**config.mk**
```make
export PLATFORM = sky130hd
export DESIGN_NAME = draw_sequencer
export DESIGN_NICKNAME = d
export VERILOG_FILES = /design/src/rtl/draw_sequencer.sv
export SDC_FILE = /design/constraint.sdc
export NUM_CORES = 1
export LEC_CHECK = 0
export ABC_AREA = 1
export BUFFER_PORTS_ARGS = -buffer_cell sky130_fd_sc_hd__buf_2
export CAP_MARGIN = 20
export CORE_MARGIN = 4
export CORE_UTILIZATION = 31
export CTS_CLUSTER_DIAMETER = 60
export DETAILED_ROUTE_END_ITERATION = 8
export PLACE_DENSITY = 0.6
export RECOVER_POWER = 25
export SETUP_SLACK_MARGIN = 0.05
export SLEW_MARGIN = 30
export SYNTH_ARGS = -nofsm -noshare
export SYNTH_HDL_FRONTEND = slang
export SYNTH_SLANG_ARGS = --single-unit
```
**constraint.sdc**
```tcl
create_clock -name clk -period 2.4 [get_ports clk]
set_input_delay 0.12 -clock clk [delete_from_list [all_inputs] [get_ports clk]]
set_output_delay 0.12 -clock clk [all_outputs]
set_load 0.05 [all_outputs]
```
**src/rtl/draw_sequencer.sv**
```systemverilog
// Control FSM and request FIFO feeding the 4x4 block-drawing datapath.
// Serialises block draws and screen clears, with pending clears taking priority.
module draw_sequencer #(
    parameter int          DEPTH      = 4,
    parameter logic [15:0] CLEAR_LAST = 16'd10239
) (
    input  logic        clk,
    input  logic        reset,
    input  logic        req_valid,
    output logic        req_ready,
    input  logic [8:0]  req_x,
    input  logic [8:0]  req_y,
    input  logic [5:0]  req_colour,
    input  logic        clear_req,
    input  logic [4:0]  counter,
    input  logic [15:0] clear_counter,
    output logic [8:0]  x_input,
    output logic [8:0]  y_input,
    output logic [5:0]  colour_input,
    output logic        ld_block,
    output logic        ld_black,
    output logic        reset_counter,
    output logic        enable_counter,
    output logic        enable_clear_counter,
    output logic        plot,
    output logic        busy
);

    localparam int PTR_W = $clog2(DEPTH);
    localparam logic [PTR_W:0] FULL_COUNT = DEPTH[PTR_W:0];

    typedef enum logic [2:0] {
        IDLE,
        LOAD,
        DRAW,
        CLR_LOAD,
        CLEAR
    } state_t;

    state_t             state_q, state_d;
    logic [23:0]        mem_q [DEPTH];
    logic [23:0]        mem_d [DEPTH];
    logic [PTR_W-1:0]   wr_ptr_q, wr_ptr_d;
    logic [PTR_W-1:0]   rd_ptr_q, rd_ptr_d;
    logic [PTR_W:0]     count_q, count_d;
    logic               clear_pending_q, clear_pending_d;
    logic               plot_q, plot_d;
    logic               push, pop, fifo_empty;

    // No bypass: a full FIFO refuses even when the head is popped this cycle.
    assign req_ready  = !reset && (count_q < FULL_COUNT);
    assign fifo_empty = (count_q == '0);
    assign push       = req_valid && req_ready;
    assign pop        = (state_q == LOAD);

    assign {x_input, y_input, colour_input} = mem_q[rd_ptr_q];

    assign plot = plot_q;
    assign busy = (state_q != IDLE) || !fifo_empty || clear_pending_q;

    always_comb begin
        mem_d    = mem_q;
        wr_ptr_d = wr_ptr_q;
        rd_ptr_d = rd_ptr_q;
        count_d  = count_q;
        if (push) begin
            mem_d[wr_ptr_q] = {req_x, req_y, req_colour};
            wr_ptr_d        = wr_ptr_q + 1'b1;
        end
        if (pop) begin
            rd_ptr_d = rd_ptr_q + 1'b1;
        end
        case ({push, pop})
            2'b10:   count_d = count_q + 1'b1;
            2'b01:   count_d = count_q - 1'b1;
            default: count_d = count_q;
        endcase
    end

    always_comb begin
        state_d              = state_q;
        ld_block             = 1'b0;
        ld_black             = 1'b0;
        reset_counter        = 1'b0;
        enable_counter       = 1'b0;
        enable_clear_counter = 1'b0;
        case (state_q)
            IDLE: begin
                if (clear_pending_q) begin
                    state_d = CLR_LOAD;
                end else if (!fifo_empty) begin
                    state_d = LOAD;
                end
            end
            LOAD: begin
                ld_block      = 1'b1;
                reset_counter = 1'b1;
                state_d       = DRAW;
            end
            DRAW: begin
                enable_counter = 1'b1;
                if (counter == 5'd15) begin
                    state_d = IDLE;
                end
            end
            CLR_LOAD: begin
                ld_black      = 1'b1;
                reset_counter = 1'b1;
                state_d       = CLEAR;
            end
            CLEAR: begin
                enable_clear_counter = 1'b1;
                if (clear_counter == CLEAR_LAST) begin
                    state_d = IDLE;
                end
            end
            default: state_d = IDLE;
        endcase
        if (reset) begin
            ld_block             = 1'b0;
            ld_black             = 1'b0;
            reset_counter        = 1'b0;
            enable_counter       = 1'b0;
            enable_clear_counter = 1'b0;
        end
    end

    // Entering CLR_LOAD consumes every clear requested so far, including one arriving that cycle.
    always_comb begin
        clear_pending_d = clear_pending_q || clear_req;
        if (state_q == IDLE && state_d == CLR_LOAD) begin
            clear_pending_d = 1'b0;
        end
        plot_d = enable_counter || enable_clear_counter;
    end

    always_ff @(posedge clk) begin
        if (reset) begin
            state_q         <= IDLE;
            wr_ptr_q        <= '0;
            rd_ptr_q        <= '0;
            count_q         <= '0;
            clear_pending_q <= 1'b0;
            plot_q          <= 1'b0;
        end else begin
            state_q         <= state_d;
            wr_ptr_q        <= wr_ptr_d;
            rd_ptr_q        <= rd_ptr_d;
            count_q         <= count_d;
            clear_pending_q <= clear_pending_d;
            plot_q          <= plot_d;
        end
    end

    always_ff @(posedge clk) begin
        mem_q <= mem_d;
    end

endmodule

```
# Word-level counts from Yosys, hierarchy flattened
# Index checks and enable logic that the tools add are counted.
classes:
  div_mod_pow: 0
  order_cmp: 4
  mux: 22
  shifts: 0
  n_eq_ne: 9
  n_mul: 0
  bitwise_logic: 2
  n_reduce_logical: 16
  add_sub_neg: 4
op_table:
  columns: ["operator", "count"]
  rows:
  - ["$bwmux W96", 1]
  - ["$mux W24", 3]
  - ["$bmux W24 S2", 1]
  - ["$demux W24 S2", 1]
  - ["$eq A16 B14 Y1 const B", 1]
  - ["$pmux W3 S5", 1]
  - ["$mux W3", 4]
  - ["$mux W1", 10]
  - ["$eq A3 B2 Y1 const B", 3]
  - ["$ge A3 B3 Y1 const B", 2]
  - ["$logic_not A3 Y1", 2]
  - ["$not A2 Y3", 2]
  - ["$pmux W3 S2", 1]
  - ["$eq A5 B4 Y1 const B", 1]
  - ["$add A2 B1 Y2 const B", 2]
  - ["$logic_and A1 B1 Y1", 4]
  - ["$logic_or A1 B1 Y1", 4]
  - ["$reduce_or A2 Y1", 2]
  - ["$add A3 B1 Y3 const B", 1]
  - ["$eq A3 B1 Y1 const B", 1]
  - ["$eq A3 B3 Y1 const B", 1]
  - ["$lt A3 B1 Y1 const B", 1]
  - ["$lt A3 B3 Y1 const B", 1]
  - ["$reduce_bool A3 Y1", 1]
  - ["other kinds (5)", 6]
word_totals:
  romBits: 0
  inputBits: 49
  register_bits: 108
  out_inout_bits: 32
  latch_bits: 0
  memories: 0
  elab_cells: 67
  ram_bits: 0

# Logic depth before layout (Yosys ltp)
depth:
  ltp_word: 7
  ltp_mapped: 11
  ltp_nobuf: 11

# Worst setup path after synthesis
# No wires, ideal clock.
synth_path:
  kind: "register to register"
  startpoint: "register count_q[2]"
  endpoint: "register mem_q[0] (netlist bit), enable pin"
  setup_slack_ps: -465
  setup_ps: 405
  stages_incl_launch_ff: 4
  n_path_buf: 0
  period_less_slack_ps: 2865
  required_time_ps: 1995
  arrival_time_ps: 2460
  cell_sequence: "dfxtp_1 nor2_1 nand2_1 nor2_1"
synth_between:
  elab_chain_len: 3
synth_lines:
  columns: ["element", "line_no", "text"]
  rows:
  - ["start, declared", "45", "logic [PTR_W:0] count_q, count_d;"]
  - ["start signal, assigned", "149", "count_q <= count_d;"]
  - ["$lt A3 B3 Y1", "51", "assign req_ready = !reset && (count_q < FULL_COUNT);"]
  - ["$logic_and A1 B1 Y1", "51", null]
  - ["via req_ready", "10", "output logic req_ready,"]
  - ["$logic_and A1 B1 Y1", "53", "assign push = req_valid && req_ready;"]
  - ["end signal, assigned", "156", "mem_q <= mem_d;"]
  - ["end, declared", "41", "logic [23:0] mem_q [DEPTH];"]
# The timed path passes the listed nets, and every way through them passes these cells.
# A chain may end at the register's enable or synchronous reset.

# Final worst setup path
layout_path:
  startpoint: "register rd_ptr_q[0]"
  endpoint: "output port y_input[7]"
layout_between:
  elab_chain_len: 4
layout_lines:
  columns: ["element", "line_no", "text"]
  rows:
  - ["start, declared", "44", "logic [PTR_W-1:0] rd_ptr_q, rd_ptr_d;"]
  - ["start signal, assigned", "148", "rd_ptr_q <= rd_ptr_d;"]
  - ["$not A2 Y3 (not written as such)", "56", "assign {x_input, y_input, colour_input} = mem_q[rd_ptr_q];"]
  - ["$bmux W24 S2", "56", null]
  - ["$mux W24 (not written as such) (2 in a row)", "56", null]
  - ["end, declared", "18", "output logic [8:0] y_input,"]
# No other way between the ends. The select of a mux whose other input is x is not followed.

==> results.md <==
- Top delay family on crit path: buffers and inverters
- Synth Net Count: 400
- Worst path cell trace: inv_2 > buf_4 > nor2_1 > o22ai_1 > buf_2
- Clk_lat worst skew: 0.35 ns
- CTS max path bufs: 2
- Overall global routing resource usage: 12.1%
- Starting density of the core: 31.7%
- Initial DRC count: 144
- Area Growth Syn to Fin: 25.1%
- Worst vdd ir: 0.487 mV
- Clk sinks: 108
- Worst setup SP type: flip-flop
- Die H: 127 um
- Leakage: 1.99 nW
- Share of cells above drive strength 1: 25.6%
- Synth area leaders: edfxtp_1 65%, dfxtp_1 5.5%, nor2_1 5.3%
- EDFF count, synth: 96
- TNS Setup: 0 ns
- Fillers: 1345
- Max Cap Violations: 0
- Htree depth: 3
- Arr. time, crit path: 1.90 ns
- Final core utilization: 39.7%
- Slew HR: 65.6%
- Final worst-path cycle share: 84.1%
- Residual DRC: 0
- Cts bufs inserted: 9
- Routed WL: 9210 um
- Number of global-route vias before repair: 2986
- Die Footprint: 16200 um2
- Gr ovfl total: 0
- Power Dens Cells: 982 nW/um2
- RSZ-0062 raised after global routing: false
- Worst setup path class: reg -> out
- CTS root buffer: clkbuf_16
- CTS tree: done
- Core Box Area: 13900 um2
- IO Count: 81
- N_diodes: 0
- Vias per cell: 4.56
- Mapped Cells: 345
- Synth async-reset ratio: 0%
- Reg2reg setup slack: 0.63 ns
- Fin worst setup slack: 0.381 ns
- Minimum clock period: 2.02 ns
- Drt pass-1 iters: 4
- Dpl hpwl: 5770 um
- #FFs+latches synth: 108
- Post-synth top area share: 65.5%
- Final Max Slew Viols: 0
- Status: finished clean
- Final Total Pwr: 5.41 mW
- YS warnings: 0
- Worst slew pin tran: 0.516 ns
- Register area share after synthesis: 70.9%
- Max Fclk: 495 MHz
- PostCTS Resize Cnt: 0
- Top cells by count, synth: 96 x edfxtp_1, 62 x nor2_1, 30 x o21ai_1
- Largest net degree at the start of global routing: 50
- Most used DFF post-synth: edfxtp_1
- Crit path largest cell delay: 0.35 ns
- DRT antenna net count: 0
- Setup violations, final: 0
- Gpl congestion: 0.780
- Post-Route Skew: 0.0155 ns
- Place WS: 0.646 ns
- Yosys cell types: 27
- Post-route insts no fill: 637
- Buffers and inverters on the worst path: 3
- Synth area leader: edfxtp_1
- Top-count cell post-synth: edfxtp_1
- Postcts setup bufs: 0
- Global-route wire length before repair: 15200 um
- Wirelength per Cell: 14.5 um
- Mapped Area: 4400 um2
- I/O Buffers: 80
- Hold crit path type: in -> reg
- Critical path data required time: 2.28 ns
- Final hold viol count: 0
- Setup crit end kind: output pin
- Placement row count: 43
- Critical Path Slowest Stage Cell: buf_4
- Clock Pin Slew Worst Setup and Hold Paths: 0.08 ns
- Mean Syn Cell Area: 12.8 um2
- CTS hold repair buffers: 22
- Vias: 2905
- Initial antenna violation count: 0
- Final nets: 507
- DP Cell Count: 599
- Critical path fanouts, max: 16
- DIE WIDTH: 127 um
## power breakdown
group	leakage, nW	internal [mW]	switching (mW)	total [mW]
Clock	0.128	0.734	0.641	1.38
Combinational	0.891	0.454	1.37	1.82
Sequential	0.971	2.16	0.0529	2.21
Total	1.99	3.35	2.06	5.41
## worst register-to-register path: stages (launching register included)
cell     delay (ns)
dfxtp_1        0.35
inv_2          0.09
nand2_1        0.07
nor2_2         0.14
ha_1           0.17
inv_1          0.07
fa_1           0.39
a21oi_1        0.14
o21ai_1        0.10
nor2_1         0.10
nor2_1         0.05
## registers in the layout (all words and copies together) (netlist names)
signal / flops
clear_pending_q: 1
count_q: 3
mem_q: 96
plot: 1
rd_ptr_q: 2
state_q: 3
wr_ptr_q: 2
## routing by layer
layer	vias to the layer above	global-route usage, %	part of all wire, %
li1	1442	-	-
met1	1380	15.5	45
met2	69	19.4	47
met3	14	3.14	5.8
met4	0	5.24	2.1
met5	-	0	0
## metrics by stage
| stage | hold slack, ns | instance area, um2 |
|---|---|---|
| floorplan | 0.219 | 4410 |
| global placement | 0.333 | 5030 |
| detailed placement | 0.339 | 5030 |
| CTS | 0.00580 | 5530 |
| global route | 0.0790 | 5510 |
| finish | 0.0833 | 5510 |
## cell families after synthesis
group / Yosys count / share of synthesized area [%]
flops: 108 / 70.9
simple gates: 98 / 10.1
compound gates: 91 / 12.5
buf+inv: 42 / 4.58
fa+ha+maj: 6 / 1.88
## layout by cell type, fill, tap and decap left out, drive strengths merged, types with 5 or more instances in the layout
master and instances:
edfxtp 96, buf 72, nor2 72, o21ai 55, inv 28, clkbuf 28, o22ai 24, dlygate4sd3 22
nand2 21, dfxtp 12, a21oi 9, ha 5
## area by class of cell
cell class / instances / area, um2 / share of cell area, %
Tap cell: 180 / 225 / 4.09
Clock buffer: 11 / 243 / 4.41
Multi-Input combinational cell: 195 / 1110 / 20.2
Inverter: 27 / 101 / 1.84
Sequential cell: 108 / 3120 / 56.7
Timing Repair Buffer: 111 / 667 / 12.1
Clock inverter: 5 / 36.3 / 0.659
## path summary, 6_finish.rpt
| path | start | end | cells past startpoint |
|---|---|---|---|
| worst max-delay path | rd_ptr_q[0]$_SDFFE_PP0P_ | y_input[7] | 5 |
| worst max register to register | state_q[2]$_SDFF_PP0_ | count_q[2]$_SDFFE_PP0P_ | 10 |
| worst min-delay path | req_colour[5] | mem_q[5]$_DFFE_PP_ | 1 |
| worst min register to register | count_q[0]$_SDFFE_PP0P_ | count_q[0]$_SDFFE_PP0P_ | 2 |
Power figures use the tool's default switching activity.
